--- src/rtl/dmem_access_ctrl_if.sv ---
// Data-memory request/acknowledge bus between the MEM-stage access controller and the data memory.
// Request and attributes are level-held until a one-cycle ack pulse.
interface dmem_access_ctrl_if;
   logic        mem_req;
   logic        mem_we;
   logic [31:0] mem_addr;
   logic [31:0] mem_wdata;
   logic        mem_ack;
   logic [31:0] mem_rdata;

   modport master (
      output mem_req, mem_we, mem_addr, mem_wdata,
      input  mem_ack, mem_rdata
   );

   modport slave (
      input  mem_req, mem_we, mem_addr, mem_wdata,
      output mem_ack, mem_rdata
   );
endinterface

--- src/rtl/dmem_access_ctrl.sv ---
// MEM-stage data-memory sequencer: one request per load/store, stall of L+2 cycles (ack after L).
// Memory backpressure is absorbed by holding the request and stalling the pipeline; a watchdog aborts.
module dmem_access_ctrl #(
   parameter int TIMEOUT = 255,
   parameter int CNT_W   = 8
) (
   input  logic               clk_i,
   input  logic               rst_i,
   input  logic               MemRead_i,
   input  logic               MemWrite_i,
   input  logic [31:0]        addr_i,
   input  logic [31:0]        wdata_i,
   dmem_access_ctrl_if.master mem,
   output logic               stall_o,
   output logic [31:0]        rdata_o,
   output logic               err_o
);

   localparam logic [1:0] IDLE = 2'd0;
   localparam logic [1:0] BUSY = 2'd1;
   localparam logic [1:0] DONE = 2'd2;

   localparam logic [CNT_W-1:0] CNT_LAST = CNT_W'(TIMEOUT - 1);

   logic [1:0]       state;
   logic [CNT_W-1:0] cnt;
   logic             we_q;
   logic [31:0]      addr_q;
   logic [31:0]      wdata_q;
   logic             access;
   logic             timeout_hit;

   assign access      = MemRead_i | MemWrite_i;
   assign timeout_hit = (cnt == CNT_LAST);

   // DONE releases the stall so the completed instruction moves on to MEM/WB.
   always_comb begin
      stall_o = 1'b0;
      case (state)
         IDLE:    stall_o = access;
         BUSY:    stall_o = 1'b1;
         default: stall_o = 1'b0;
      endcase
   end

   assign mem.mem_req   = (state == BUSY);
   assign mem.mem_we    = we_q;
   assign mem.mem_addr  = addr_q;
   assign mem.mem_wdata = wdata_q;

   always_ff @(posedge clk_i or negedge rst_i) begin
      if (!rst_i) begin
         state   <= IDLE;
         cnt     <= '0;
         we_q    <= 1'b0;
         addr_q  <= 32'd0;
         wdata_q <= 32'd0;
         rdata_o <= 32'd0;
         err_o   <= 1'b0;
      end else begin
         case (state)
            IDLE: begin
               if (access) begin
                  addr_q  <= addr_i;
                  wdata_q <= wdata_i;
                  we_q    <= MemWrite_i;
                  cnt     <= '0;
                  state   <= BUSY;
               end
            end
            BUSY: begin
               cnt <= cnt + 1'b1;
               // A late ack on the last watchdog cycle still counts as a normal completion.
               if (mem.mem_ack) begin
                  if (!we_q) begin
                     rdata_o <= mem.mem_rdata;
                  end
                  state <= DONE;
               end else if (timeout_hit) begin
                  err_o   <= 1'b1;
                  rdata_o <= 32'd0;
                  state   <= DONE;
               end
            end
            DONE:    state <= IDLE;
            default: state <= IDLE;
         endcase
      end
   end

endmodule

--- src/flat_wrapper.sv ---
// flat-port wrapper written by rule: the top's interface ports become plain ports
module dmem_access_ctrl_flat 
#(
   parameter int TIMEOUT = 255,
   parameter int CNT_W   = 8
)
  (clk_i, rst_i, MemRead_i, MemWrite_i, addr_i, wdata_i, stall_o, rdata_o, err_o, mem_mem_req, mem_mem_we, mem_mem_addr, mem_mem_wdata, mem_mem_ack, mem_mem_rdata);
  dmem_access_ctrl_if mem_i ();
  input  logic clk_i;
  input  logic rst_i;
  input  logic MemRead_i;
  input  logic MemWrite_i;
  input  logic [31:0] addr_i;
  input  logic [31:0] wdata_i;
  output logic stall_o;
  output logic [31:0] rdata_o;
  output logic err_o;
  output wire logic [$bits(mem_i.mem_req)-1:0] mem_mem_req;
  output wire logic [$bits(mem_i.mem_we)-1:0] mem_mem_we;
  output wire logic [$bits(mem_i.mem_addr)-1:0] mem_mem_addr;
  output wire logic [$bits(mem_i.mem_wdata)-1:0] mem_mem_wdata;
  input wire logic [$bits(mem_i.mem_ack)-1:0] mem_mem_ack;
  input wire logic [$bits(mem_i.mem_rdata)-1:0] mem_mem_rdata;
  assign mem_mem_req = mem_i.mem_req;
  assign mem_mem_we = mem_i.mem_we;
  assign mem_mem_addr = mem_i.mem_addr;
  assign mem_mem_wdata = mem_i.mem_wdata;
  assign mem_i.mem_ack = mem_mem_ack;
  assign mem_i.mem_rdata = mem_mem_rdata;
  dmem_access_ctrl #(.TIMEOUT(TIMEOUT), .CNT_W(CNT_W)) u_core (.clk_i(clk_i), .rst_i(rst_i), .MemRead_i(MemRead_i), .MemWrite_i(MemWrite_i), .addr_i(addr_i), .wdata_i(wdata_i), .mem(mem_i), .stall_o(stall_o), .rdata_o(rdata_o), .err_o(err_o));
endmodule
--- config.mk ---
export PLATFORM = sky130hd
export DESIGN_NAME = dmem_access_ctrl_flat
export DESIGN_NICKNAME = d
export VERILOG_FILES = /design/src/rtl/dmem_access_ctrl_if.sv /design/src/rtl/dmem_access_ctrl.sv /design/src/flat_wrapper.sv
export SDC_FILE = /design/constraint.sdc
export NUM_CORES = 1
export LEC_CHECK = 0
export ABC_AREA = 1
export CAP_MARGIN = 20
export CELL_PAD_IN_SITES_DETAIL_PLACEMENT = 2
export CELL_PAD_IN_SITES_GLOBAL_PLACEMENT = 2
export CORE_MARGIN = 3
export CORE_UTILIZATION = 23
export DETAILED_ROUTE_END_ITERATION = 8
export GPL_TIMING_DRIVEN = 0
export PLACE_DENSITY = 0.91
export SETUP_SLACK_MARGIN = 0.5
export SYNTH_ARGS = -nofsm -noshare
export SYNTH_HDL_FRONTEND = slang
export SYNTH_SLANG_ARGS = --single-unit
--- constraint.sdc ---
create_clock -name clk_i -period 1.8 [get_ports clk_i]
set_input_delay 0.45 -clock clk_i [delete_from_list [all_inputs] [get_ports clk_i]]
set_output_delay 0.45 -clock clk_i [all_outputs]
set_load 0.03 [all_outputs]
==> impl_results.md, run 1 <==
* Int Power at roughly 10 mW
* Nets at 936
* Final Max Slew Viols at 0
* Layout Skew at roughly 0.012 ns
* Switch share at 42.44%
* Die Wd at between 100 and 150 µm
* Net Sw Power at approximately 7.5 mW
* Hpwl dp at 11,890 µm
* Via-per-instance ratio at 4.454
* Syn_nets at 596
* Die Y at 143.6 µm
* Antenna fix cells at 0
* Commonest non-fill, non-tap cell in the layout: nand2_1
* CTS Sinks at ~110
* Starting density of the core at a little under a quarter
* CP required at approximately 1.4 ns
* Via count at about 4,700
* Fill cells at 1,901
* Biggest area consumer among synthesized cells: dfrtp_1
* Clk pin slew, worst setup/hold paths at 0.08 ns
* PwrDens at about 2000 nW/µm²
* CTS Buffer Depth at 2
* Worst skew pair latency at 0.35 ns
* Gpl congestion at 0.7585
* Max-Cap Viols at 0
* RSZ-0062 raised after global routing: true
* Post-route DRC violation count at 0
* Wire length per cell at 20.95 µm
* CTS tree: built
* Synth area leaders: dfrtp_1 62%, nand2_1 23%, nand3_1 4.5%
* Fmax at about 570 MHz
* Fin crit share at 96.74%
* Die area at around 21,000 µm²
* Hold Path Class: input pin to asynchronous set/reset pin
* Initial antenna violation count at 1
* Final instance area at roughly 8700 µm²
* Hold Violations, Final at 0
* Yosys reg bits at about 110
* Multi-input logic area at about 1600 µm²
* Initial DRC count at ~120
* DP Area at 6663 µm²
* Antenna-violating nets left at 0
* Part of the power in registers at between 20% and 30%
* Setup TNS at 0 ns
* Core area at ~18,000 µm²
* Post-Syn Area at 4352 µm²
* CTS buffer count at 9
* Synthesis Warnings at 0
* CTS Root Cell: clkbuf_16
* Global route overflow at 0
* Syn Area/Cell at between 8 and 9 µm²
* Worst-Margin Slew at between 0.5 and 0.6 ns
* Sequential element share of the synthesized area at between 60% and 70%
* Critical path cell sequence: nor2_2 > nand2_2 > buf_6 > nand2_4 > buf_6
* Status: finished, final reports clean
* WP data arrival at approximately 1.3 ns
* Slew headroom at 61.34%
* CP endpoint kind: output port
* Input/output buffers at a little under 200
* Vias in the first global route at just over 5,000
* Synth cell types at 21
* Finish-stage setup viols at 0
* Clock power share at 12.4%
* Fin crit period at around 1.7 ns
* Largest net degree at the start of global routing at 58
* Type of origin of the critical path: flop
* Post-synth top area share at 62.10%
* Comb power frac at 62.6%
* DRT Wirelength at ~22,000 µm
* Drt pass-1 iters at 4
* FP Rows at 49
* Critical Path Fanout Max at 2
* WS Path Type: flop to output port
* Cell mode on critical path: buf_6
* GRT Total Usage at between 10% and 20%
* H-tree levels at 3
* Critical-path top delay cell: dfrtp_1
* Global-route wire length before repair at 29,100 µm
* Syn Inst Count at between 400 and 500
* Worst-case vdd ir drop at between 0.001 and 0.0015 V
* Register area at 2704 µm²
* Crit-path max cell delay at ~0.39 ns
* Share of layout cells above drive strength 1 at around two fifths
* Leading cell types in the layout, fill and taps excluded: 226 x nand2_1, 121 x buf_6, 107 x dfrtp_1
* Leak at ~4.5 nW
* Layout overhead on the synthesized area at 100.1%
* Boundary Pins at roughly 200
-- what timing repair did --
item                       4_1_cts  5_1_grt
cloned                           6        6
setup endpoints to repair      205      204
pin swaps                        4       44
buffers inserted                61       56
gates resized for setup        759       92
hold buffers                     0        0
-- registers in the layout, summed over array words and instances, names as in the netlist --
register and count:
u_core.mem.mem_addr 32, u_core.mem.mem_wdata 32, u_core.rdata_o 32, u_core.cnt 8
u_core.state 2, u_core.err_o 1, u_core.mem.mem_we 1
-- path summary, 6_finish.rpt --
kind / endpoint / cells after the start / from / slack (ns)
min reg2reg: u_core.mem.mem_wdata[30]$_DFFE_PN0P_ / 2 / u_core.mem.mem_wdata[30]$_DFFE_PN0P_ / 0.51
max: stall_o / 5 / u_core.state[1]$_DFFE_PN0P_ / 0.06
min in group clk_i: u_core.rdata_o[28]$_DFFE_PN0P_ / 3 / mem_mem_ack / 0.44
min: u_core.rdata_o[6]$_DFFE_PN0P_ / 1 / rst_i / 0.05
max reg2reg: u_core.mem.mem_wdata[0]$_DFFE_PN0P_ / 12 / u_core.state[1]$_DFFE_PN0P_ / 0.12
max in group asynchronous: u_core.mem.mem_wdata[21]$_DFFE_PN0P_ / 2 / rst_i / 1.03
-- power by group through the flow --
| stage | clock, mW | combinational (mW) | sequential, mW |
|---|---|---|---|
| floorplan | 0 | 1.88 | 6.13 |
| global placement | 0 | 6.96 | 4.14 |
| detailed placement | 0 | 7.15 | 4.17 |
| CTS | 2.22 | 9.24 | 4.31 |
| global route | 2.35 | 11.7 | 4.51 |
| finish | 2.18 | 11.0 | 4.39 |
-- synthesized netlist by cell type --
master / n
nand2_1: 267
buf_4: 4
nand2_2: 14
o31ai_1: 1
nand4_1: 2
inv_1: 14
nand3_1: 39
o21bai_1: 1
dfrtp_1: 108
nor2_1: 5
buf_2: 15
clkbuf_1: 4
nor2_2: 1
buf_8: 1
ha_1: 2
buf_6: 2
a21oi_1: 4
clkinv_1: 1
nor2_4: 1
o21ai_0: 6
nand2_4: 1
-- area by class of cell --
cell class	count	share of cell area [%]
well taps	229	3.291
clock inverters	4	0.8766
plain buffers	26	3.406
multi-input cells	344	18.77
inverters	15	0.8766
repair buffers	329	39.10
clock buffers	10	2.630
flip-flops and latches	108	31.05
-- layer usage --
layer  vias up  share of wire, %  GRT usage, %  wire length (µm)
met3        14               7.0         6.789              1569
met1      2391                37         20.18              8344
li1       2189                 -             -                 -
met2       147                55         34.11             12220
met5         -             0.040             0                 9
met4         2              0.76         4.014               169
-- stage by stage --
stage	std cells	util [%]	worst slack, ns	hold WS [ns]	total power [mW]
6_report	1065	47.66	0.05862	0.04819	17.59
5_1_grt	1065	47.66	-0.01757	0.07696	18.55
4_1_cts	1003	43.21	0.03696	0.05727	15.77
3_5_place_dp	922	36.47	-0.7684	0.4461	11.33
3_3_place_gp	921	36.31	-4.312	0.4529	11.10
2_1_floorplan	493	-	0.4565	0.1544	8.010
-- logic make-up after synthesis --
group / synth area share [%]
AND/OR/NAND/NOR: 30.91
flip-flops: 62.10
buffers and inverters: 4.916
AO/OA/AOI/OAI: 1.495
adder cells (fa/ha/maj): 0.5750
-- critical path: cells and delay by family (launching register included) --
family | cells | cell delay, ns
flops | 1 | 0.39
simple gates | 3 | 0.30
buf+inv | 2 | 0.26
Note: power is estimated with default switching activity, not from simulation.
==> run 2: changes to the inputs <==
CORE_ASPECT_RATIO = 0.6   (was unset)
==> impl_results.md, run 2 (synthesized netlist as in run 1, its figures left out) <==
* Global-route wire length before repair at 29,760 µm
* Share of layout cells above drive strength 1 at approximately 52%
* Vias in the first global route at 5,268
* Starting density of the core at 23.77%
* CP endpoint kind: output port
* Slew headroom at 63.86%
* Wire length per cell at 22.01 µm
* DRT Wirelength at 24,000 µm
* Drt pass-1 iters at 4
* WS Path Type: flop to output port
* Nets at 947
* Finish-stage setup viols at 0
* Clk pin slew, worst setup/hold paths at about 0.070 ns
* Boundary Pins at around 200
* Layout Utilization at between 50% and 60%
* CTS Root Cell: clkbuf_16
* Input/output buffers at roughly 200
* Layout overhead on the synthesized area at 116.6%
* CP required at 1.35 ns
* Core area at around 18,000 µm²
* Die Y at around 110 µm
* H-tree levels at 3
* Fin crit period at ~1.8 ns
* CTS Buffer Depth at 2
* Hold Violations, Final at 0
* Fin crit share at 97.64%
* Worst skew pair latency at 0.35 ns
* Leak at 4.802 nW
* Worst-Margin Slew at between 0.5 and 0.6 ns
* CTS tree: built
* Fmax at 569.0 MHz
* Commonest non-fill, non-tap cell in the layout: nand2_1
* PwrDens at approximately 2100 nW/µm²
* CTS buffer count at 9
* Gpl congestion at about 0.73
* Post-route DRC violation count at 0
* Setup TNS at 0 ns
* WP data arrival at about 1.3 ns
* Die Wd at 183.6 µm
* Max-Cap Viols at 0
* Via count at 4,890
* Type of origin of the critical path: flop
* Initial DRC count at around 170
* Hpwl dp at between 10,000 and 15,000 µm
* Global route overflow at 0
* CTS Sinks at 108
* Status: finished, final reports clean
* Antenna-violating nets left at 0
* Hold Path Class: input pin to flop
* Via-per-instance ratio at approximately 4.5
* RSZ-0062 raised after global routing: true
* Fill cells at 1,799
* GRT Total Usage at a little under a fifth
* Die area at ~21,000 µm²
* Largest net degree at the start of global routing at 89
* Layout Skew at roughly 0.014 ns
* Critical Path Fanout Max at 3
* Initial antenna violation count at 1
* Worst-case vdd ir drop at 0.0008150 V
* Final Max Slew Viols at 0
* Leading cell types in the layout, fill and taps excluded: 144 x nand2_1, 114 x buf_4, 111 x buf_6
* FP Rows at 38
[run 2: changes by cell type in the layout (fill, tap and decap cells not counted), moves of 6 or more]
| cell | delta |
|---|---|
| nand2_1 | -82 |
| buf_4 | +14 |
| buf_6 | -10 |
| buf_12 | +6 |
| nand2_2 | +36 |
| nand2_4 | +45 |
[run 2: final timing paths]
| path | from | end | slack (ns) | cells past startpoint |
|---|---|---|---|---|
| worst max register to register | u_core.state[1]$_DFFE_PN0P_ | u_core.mem.mem_addr[18]$_DFFE_PN0P_ | 0.15 | 10 |
| worst max-delay path | u_core.state[1]$_DFFE_PN0P_ | stall_o | 0.04 | 5 |
| min in group asynchronous | rst_i | u_core.mem.mem_addr[21]$_DFFE_PN0P_ | 0.54 | 2 |
| worst min register to register | u_core.rdata_o[11]$_DFFE_PN0P_ | u_core.rdata_o[11]$_DFFE_PN0P_ | 0.52 | 2 |
| worst min-delay path | mem_mem_ack | u_core.rdata_o[28]$_DFFE_PN0P_ | 0.46 | 3 |
| max in group asynchronous | rst_i | u_core.cnt[4]$_DFFE_PN0P_ | 0.66 | 3 |
[run 2: report_power, final]
part / internal, mW / switching (mW)
Combinational: 6.27 / 6.47
Clock: 1.10 / 0.997
Sequential: 3.51 / 1.01
Total: 10.9 / 8.47
[run 2: area by class of cell]
type / count / area, µm² / area share [%]
diodes: 1 / 2.502 / 0.02655
plain buffers: 26 / 346.6 / 3.677
clock buffers: 10 / 229.0 / 2.429
clock inverters: 6 / 70.07 / 0.7433
inverters: 15 / 71.32 / 0.7566
multi-input cells: 344 / 2106 / 22.34
flip-flops and latches: 108 / 2706 / 28.71
well taps: 240 / 300.3 / 3.186
repair buffers: 340 / 3595 / 38.13
[run 2: stage by stage]
stage / instances / hold slack [ns] / setup slack, ns / instance area, µm² / total power, mW
5_1_grt: 1089 / 0.4701 / 0.004389 / 9424 / 20.37
4_1_cts: 1010 / 0.4246 / 0.02075 / 7985 / 15.97
2_1_floorplan: 493 / 0.1544 / 0.4565 / 4355 / 8.010
3_3_place_gp: 932 / 0.4538 / -4.260 / 6648 / 11.10
3_5_place_dp: 933 / 0.3111 / -0.8293 / 6676 / 11.39
6_report: 1090 / 0.4589 / 0.04243 / 9427 / 19.36
[run 2: critical path, cell delays in order (launching register included)]
cell     delay, ns
dfrtp_1       0.42
nor2_4        0.14
nand2_2       0.08
buf_6         0.13
nand2_4       0.06
buf_6         0.13
[run 2: routing by layer]
| layer | vias to the layer above | wire [µm] | GRT usage (%) |
|---|---|---|---|
| met5 | - | 0 | 0 |
| met4 | 0 | 331 | 3.702 |
| met3 | 27 | 1836 | 7.934 |
| met2 | 170 | 11750 | 31.73 |
| met1 | 2471 | 10080 | 22.18 |
| li1 | 2222 | - | - |
[run 2: what timing repair did]
| item | in CTS | in global routing |
|---|---|---|
| gates cloned | 9 | 10 |
| endpoints found under the setup margin | 206 | 279 |
| hold endpoints to repair | 20 | 0 |
| gates resized for setup | 765 | 217 |
| pin swaps | 2 | 65 |
| setup buffers | 51 | 69 |
| hold buffers | 1 | 0 |
